## config.mk

```make
export PLATFORM = sky130hd
export DESIGN_NAME = dram_rr_arbiter_flat
export DESIGN_NICKNAME = d
export VERILOG_FILES = /design/src/rtl/dram_rr_arbiter_pkg.sv /design/src/rtl/dram_rr_arbiter_if.sv /design/src/rtl/dram_rr_arbiter_rr_pick.sv /design/src/rtl/dram_rr_arbiter.sv /design/src/flat_wrapper.sv
export SDC_FILE = /design/constraint.sdc
export NUM_CORES = 1
export LEC_CHECK = 0
export ABC_AREA = 1
export BUFFER_PORTS_ARGS = -buffer_cell sky130_fd_sc_hd__buf_4
export CAP_MARGIN = 20
export CELL_PAD_IN_SITES_DETAIL_PLACEMENT = 0
export CELL_PAD_IN_SITES_GLOBAL_PLACEMENT = 1
export CORE_ASPECT_RATIO = 0.9
export CORE_UTILIZATION = 31
export DETAILED_ROUTE_END_ITERATION = 7
export PLACE_DENSITY_LB_ADDON = 0.25
export SKIP_CTS_REPAIR_TIMING = 1
export SLEW_MARGIN = 20
export SYNTH_ARGS = -nofsm -noshare
export SYNTH_HDL_FRONTEND = slang
export SYNTH_HIERARCHICAL = 1
export SYNTH_SLANG_ARGS = --single-unit
```

## constraint.sdc

```tcl
create_clock -name CLK -period 1.7 [get_ports CLK]
set_input_delay 0.17 -clock CLK [delete_from_list [all_inputs] [get_ports CLK]]
set_output_delay 0.17 -clock CLK [all_outputs]
set_load 0.01 [all_outputs]
```

## src/rtl/dram_rr_arbiter_pkg.sv

```systemverilog
// Shared types for the round-robin RAM arbiter: state encoding, requester tags
// and the read-return pipeline record.
package dram_rr_arbiter_pkg;

  // Widest supported configuration; per-core vectors are padded to this width
  // so a 3-bit tag indexes them exactly.
  localparam int MAX_CORES = 8;
  localparam int TAG_W     = 3;
  localparam int HOLD_W    = 4;

  typedef logic [TAG_W-1:0]  tag_t;
  typedef logic [HOLD_W-1:0] hold_t;

  typedef enum logic {
    ST_IDLE = 1'b0,
    ST_OWN  = 1'b1
  } state_e;

  typedef struct packed {
    logic valid;
    tag_t tag;
  } rd_tag_t;

  function automatic logic [MAX_CORES-1:0] tag_onehot(tag_t t);
    return MAX_CORES'(1) << t;
  endfunction

endpackage

```

## src/rtl/dram_rr_arbiter_if.sv

```systemverilog
// Core-side request buses plus the RAM macro port, grouped so the arbiter
// sees one bundle.
interface dram_rr_arbiter_if #(
  parameter int NCORES = 2,
  parameter int AW     = 8,
  parameter int DW     = 8
) ();

  logic [NCORES-1:0]    rden;
  logic [NCORES-1:0]    wren;
  logic [NCORES*AW-1:0] Address;
  logic [NCORES*DW-1:0] Din;
  logic [DW-1:0]        RAMq;

  logic [NCORES-1:0]    acq;
  logic [NCORES*DW-1:0] Dq;
  logic [NCORES-1:0]    dvalid;
  logic [AW-1:0]        RAMAddress;
  logic [DW-1:0]        RAMDin;
  logic                 RAMwren;

  modport slave (
    input  rden, wren, Address, Din, RAMq,
    output acq, Dq, dvalid, RAMAddress, RAMDin, RAMwren
  );

  modport master (
    output rden, wren, Address, Din, RAMq,
    input  acq, Dq, dvalid, RAMAddress, RAMDin, RAMwren
  );

endinterface

```

## src/rtl/dram_rr_arbiter_rr_pick.sv

```systemverilog
// Combinational round-robin picker: first set request after `last`, wrapping
// around, with `last` itself checked at lowest priority.
module dram_rr_arbiter_rr_pick
  import dram_rr_arbiter_pkg::*;
#(
  parameter int NCORES = 2
) (
  input  logic [NCORES-1:0] req,
  input  tag_t              last,
  output tag_t              winner,
  output logic              any
);

  logic [MAX_CORES-1:0] req_pad;

  assign req_pad = MAX_CORES'(req);

  // NOTE: winner and any are assigned before the loop, so no path through this
  // block leaves them unassigned and no latch is inferred.
  always_comb begin
    winner = '0;
    any    = 1'b0;
    // Scan farthest-first so the nearest request after `last` overwrites the rest.
    for (int i = NCORES; i >= 1; i--) begin
      if (req_pad[tag_t'((int'(last) + i) % NCORES)]) begin
        winner = tag_t'((int'(last) + i) % NCORES);
        any    = 1'b1;
      end
    end
  end

endmodule

```

## src/rtl/dram_rr_arbiter.sv

```systemverilog
// Round-robin owner of a single-port 1-cycle-latency RAM shared by NCORES
// requesters, with bounded hold time and tagged read return.
module dram_rr_arbiter
  import dram_rr_arbiter_pkg::*;
#(
  parameter int NCORES   = 2,
  parameter int AW       = 8,
  parameter int DW       = 8,
  parameter int MAX_HOLD = 4
) (
  input logic              CLK,
  input logic              rst,
  dram_rr_arbiter_if.slave bus
);

  state_e  state_q, state_d;
  tag_t    owner_q, owner_d;
  tag_t    last_q, last_d;
  hold_t   hold_q, hold_d;
  rd_tag_t rd_q, rd_d;

  logic [NCORES-1:0]    acq_q, acq_d;
  logic [NCORES-1:0]    dvalid_q, dvalid_d;
  logic [NCORES*DW-1:0] dq_q;

  logic [NCORES-1:0]    req;
  logic [MAX_CORES-1:0] req_pad, rden_pad, wren_pad;
  logic [AW-1:0]        addr_arr [MAX_CORES];
  logic [DW-1:0]        din_arr  [MAX_CORES];

  tag_t pick_winner;
  logic pick_any;
  logic others;
  logic release_own;
  logic own;

  assign req      = bus.rden | bus.wren;
  assign req_pad  = MAX_CORES'(req);
  assign rden_pad = MAX_CORES'(bus.rden);
  assign wren_pad = MAX_CORES'(bus.wren);

  for (genvar i = 0; i < MAX_CORES; i++) begin : g_slice
    if (i < NCORES) begin : g_used
      assign addr_arr[i] = bus.Address[i*AW +: AW];
      assign din_arr[i]  = bus.Din[i*DW +: DW];
    end else begin : g_pad
      assign addr_arr[i] = '0;
      assign din_arr[i]  = '0;
    end
  end

  // While owning, last_q equals owner_q, so one picker serves both the idle
  // arbitration and the hand-over from the current owner.
  dram_rr_arbiter_rr_pick #(.NCORES(NCORES)) u_pick (
    .req    (req),
    .last   (last_q),
    .winner (pick_winner),
    .any    (pick_any)
  );

  assign own         = (state_q == ST_OWN);
  assign others      = |(req_pad & ~tag_onehot(owner_q));
  assign release_own = ~req_pad[owner_q] | ((hold_q == hold_t'(MAX_HOLD)) & others);

  assign bus.RAMAddress = own ? addr_arr[owner_q] : '0;
  assign bus.RAMDin     = own ? din_arr[owner_q]  : '0;
  assign bus.RAMwren    = own & wren_pad[owner_q];

  always_comb begin
    state_d = state_q;
    owner_d = owner_q;
    last_d  = last_q;
    hold_d  = hold_q;
    rd_d    = '0;
    unique case (state_q)
      ST_IDLE: begin
        if (pick_any) begin
          state_d = ST_OWN;
          owner_d = pick_winner;
          last_d  = pick_winner;
          hold_d  = hold_t'(1);
        end
      end
      ST_OWN: begin
        rd_d.valid = rden_pad[owner_q] & ~wren_pad[owner_q];
        rd_d.tag   = owner_q;
        if (release_own) begin
          if (pick_any) begin
            owner_d = pick_winner;
            last_d  = pick_winner;
            hold_d  = hold_t'(1);
          end else begin
            state_d = ST_IDLE;
            hold_d  = '0;
          end
        end else if (hold_q != hold_t'(MAX_HOLD)) begin
          hold_d = hold_q + hold_t'(1);
        end
      end
      default: state_d = ST_IDLE;
    endcase
  end

  always_comb begin
    acq_d    = '0;
    dvalid_d = '0;
    for (int i = 0; i < NCORES; i++) begin
      acq_d[i]    = (state_d == ST_OWN) && (owner_d == tag_t'(i));
      dvalid_d[i] = rd_q.valid && (rd_q.tag == tag_t'(i));
    end
  end

  // NOTE: all state here uses non-blocking assignments so every flop samples
  // the pre-edge values regardless of statement order.
  always_ff @(posedge CLK) begin
    if (rst) begin
      state_q  <= ST_IDLE;
      owner_q  <= '0;
      last_q   <= tag_t'(NCORES - 1);
      hold_q   <= '0;
      rd_q     <= '0;
      acq_q    <= '0;
      dvalid_q <= '0;
      // NOTE: Dq is a bank of ordinary output flops, not a memory macro, so it
      // can and does take part in reset.
      dq_q     <= '0;
    end else begin
      state_q  <= state_d;
      owner_q  <= owner_d;
      last_q   <= last_d;
      hold_q   <= hold_d;
      rd_q     <= rd_d;
      acq_q    <= acq_d;
      dvalid_q <= dvalid_d;
      for (int i = 0; i < NCORES; i++) begin
        if (dvalid_d[i]) dq_q[i*DW +: DW] <= bus.RAMq;
      end
    end
  end

  assign bus.acq    = acq_q;
  assign bus.dvalid = dvalid_q;
  assign bus.Dq     = dq_q;

endmodule

```

## src/flat_wrapper.sv

```systemverilog
// flat-port wrapper written by rule: the top's interface ports become plain ports
module dram_rr_arbiter_flat import dram_rr_arbiter_pkg::*;
#(
  parameter int NCORES   = 2,
  parameter int AW       = 8,
  parameter int DW       = 8,
  parameter int MAX_HOLD = 4
)
  (CLK, rst, bus_rden, bus_wren, bus_Address, bus_Din, bus_RAMq, bus_acq, bus_Dq, bus_dvalid, bus_RAMAddress, bus_RAMDin, bus_RAMwren);
  dram_rr_arbiter_if #(.NCORES(NCORES), .AW(AW), .DW(DW)) bus_i ();
  input logic CLK;
  input logic rst;
  input wire logic [$bits(bus_i.rden)-1:0] bus_rden;
  input wire logic [$bits(bus_i.wren)-1:0] bus_wren;
  input wire logic [$bits(bus_i.Address)-1:0] bus_Address;
  input wire logic [$bits(bus_i.Din)-1:0] bus_Din;
  input wire logic [$bits(bus_i.RAMq)-1:0] bus_RAMq;
  output wire logic [$bits(bus_i.acq)-1:0] bus_acq;
  output wire logic [$bits(bus_i.Dq)-1:0] bus_Dq;
  output wire logic [$bits(bus_i.dvalid)-1:0] bus_dvalid;
  output wire logic [$bits(bus_i.RAMAddress)-1:0] bus_RAMAddress;
  output wire logic [$bits(bus_i.RAMDin)-1:0] bus_RAMDin;
  output wire logic [$bits(bus_i.RAMwren)-1:0] bus_RAMwren;
  assign bus_i.rden = bus_rden;
  assign bus_i.wren = bus_wren;
  assign bus_i.Address = bus_Address;
  assign bus_i.Din = bus_Din;
  assign bus_i.RAMq = bus_RAMq;
  assign bus_acq = bus_i.acq;
  assign bus_Dq = bus_i.Dq;
  assign bus_dvalid = bus_i.dvalid;
  assign bus_RAMAddress = bus_i.RAMAddress;
  assign bus_RAMDin = bus_i.RAMDin;
  assign bus_RAMwren = bus_i.RAMwren;
  dram_rr_arbiter #(.NCORES(NCORES), .AW(AW), .DW(DW), .MAX_HOLD(MAX_HOLD)) u_core (.CLK(CLK), .rst(rst), .bus(bus_i));
endmodule
```

==> results.toml <==
[detailed_routing]
wl_mm = 4.16
wl_met3_um = 244
num_vias = 1698
drc = 0
drt_pre_antenna_iters = 4
drtIter0Drc = 41
wl_met2_mm = 1.96
wl_met1_mm = 1.94
ant_nets = 0
via_per_inst = 4.53
wire_per_inst_um = 11.1
top_layer = "met4"

[worst_setup_path]
cp_num_buf_inv = 4
endpoint_kind = "primary output"
critPathKind = "register to primary output"
worst_ep_arrival_time_ns = 1.43
path_cells = "nor2_4, buf_4, inv_1, o22ai_2, inv_1, nor2_1, buf_4"
crit_path_max_fanout = 9
cp_top_family = "buffers and inverters"
reg2reg_slack_ns = 0.19
cpPeakStageDelay_ns = 0.37
required_ns = 1.53
worstSetupStartpointType = "register"
cp_slowest_cell = "dfxtp_2"

[power]
power.density_nw_per_um2 = 764
switching_power_uw = 527
power_frac_clock = 0.307
p_comb_frac = 0.241
pwr-share-seq = 0.452
swShare = 0.287
p_leak_uw = 0.00115
ir_worst_vdd_uv = 346
intPower_uw = 1310
p_total_uw = 1830

[timing]
tightest_slew_ns = 0.561
period_needed_ns = 1.60
setup_ws_ns = 0.0998
finalHoldViolations = 0
fin_hold_ws_ns = 0.138
finalSetupTns_ns = 0
fmax_mhz = 625
period_share = 0.941
drv_slew = 0
setup_violations = 0
max-slew-margin-rel = 0.625
clock_skew_ns = 0.00549

[final_layout]
drive_gt1_frac = 0.348
seq_area_um2 = 663
multiInputGateArea_um2 = 787
final.fill_count = 505
area_growth_pct = 48.8
layout.nets = 357
num_antenna_cells = 0
finalNonFillerCells = 375

[placement]
hpwl_mm = 3.16
place_ws_ns = 0.154
place_inst = 367
portBuffers = 82
gp_congestion = 0.743

[clock_network]
cts-root-buf = "clkbuf_8"
clk_pin_slew_ns = 0.07
cts.sinks = 33
htreeDepth = 2
clock_path_buffers = 2
cts-buffers-inserted = 5
cts_tree = "yes"
clock_latency_ns = 0.28

[die]
die_x_um = 78.1
start_util = 0.328
dieHeight_um = 70.5
core_area_um2 = 4920
rows = 24
io_pins = 83
dieArea_um2 = 5500

[yosys]
synth.avg_cell_area_um2 = 7.17
yosysWarnings = 6
synthCells = 225
netlist_area_um2 = 1610

[global_route]
grt_pass1_vias = 1608
grt_pass1_wl_mm = 6.99
antenna_found_initial = 0
grt.total_usage = 0.157
grt_overflow = 0
grt_max_degree = 18

[min_path]
worstHoldPathType = "input pin to register"

[run]
drv_cap = 0

[run_status]
status = "finished, final reports clean"
## metrics by stage
stage / area [um2] / util
2_1_floorplan: 1620 / -
3_3_place_gp: 2300 / 0.467
3_5_place_dp: 2300 / 0.467
4_1_cts: 2390 / 0.485
5_1_grt: 2400 / 0.488
6_report: 2400 / 0.488
## registers in the layout, summed over array words and instances (netlist names)
signal             flops
u_core/rd_q            4
u_core/hold_q          4
u_core/bus.dvalid      2
u_core/bus.acq         2
u_core/own             1
u_core/bus.Dq         16
u_core/owner_q         3
u_core/last_q          1
## worst paths after layout
| kind | from | end | cells past startpoint |
|---|---|---|---|
| setup reg to reg | u_core/owner_q[1] | u_core/owner_q[0] | 10 |
| hold / removal | rst | u_core/own | 2 |
| setup / recovery | u_core/owner_q[1] | bus_RAMwren | 7 |
| hold reg to reg | u_core/bus.Dq[12] | u_core/bus.Dq[12] | 2 |
## worst register-to-register path, delay by kind of cell, from the launching register on
family / cells / cell delay (ns)
compound gates: 1 / 0.09
buf+inv: 2 / 0.16
flops: 1 / 0.41
simple gates: 7 / 0.76
## power by group through the flow
stage	clock [uW]	sequential, uW	combinational (uW)
after global routing	628	834	491
final	563	830	441
after detailed placement	0	846	438
after global placement	0	845	437
after CTS	594	827	440
after floorplan	0	848	231
## per-layer routing
layer | vias up | GRT usage
li1 | 893 | -
met1 | 747 | 0.197
met4 | 0 | 0.0432
met5 | - | 0
met2 | 56 | 0.271
met3 | 2 | 0.0301
## area by class of cell
| cell class | count | area share |
|---|---|---|
| inverters | 35 | 0.0547 |
| clock buffers | 5 | 0.0286 |
| well taps | 65 | 0.0339 |
| flip-flops and latches | 33 | 0.276 |
| repair buffers | 87 | 0.272 |
| multi-input cells | 147 | 0.328 |
| clock inverters | 3 | 0.00729 |
## layout by cell type (no fill, tap or decap), types with 3 or more instances in the layout
master	n
inv_1	34
a22oi_1	17
nand2_1	22
o21ai_0	21
nand2_2	3
a21oi_1	19
dfxtp_1	31
buf_4	87
nor2_1	38
clkbuf_8	5
nand3_1	8
(Power assumes the default switching activity.)
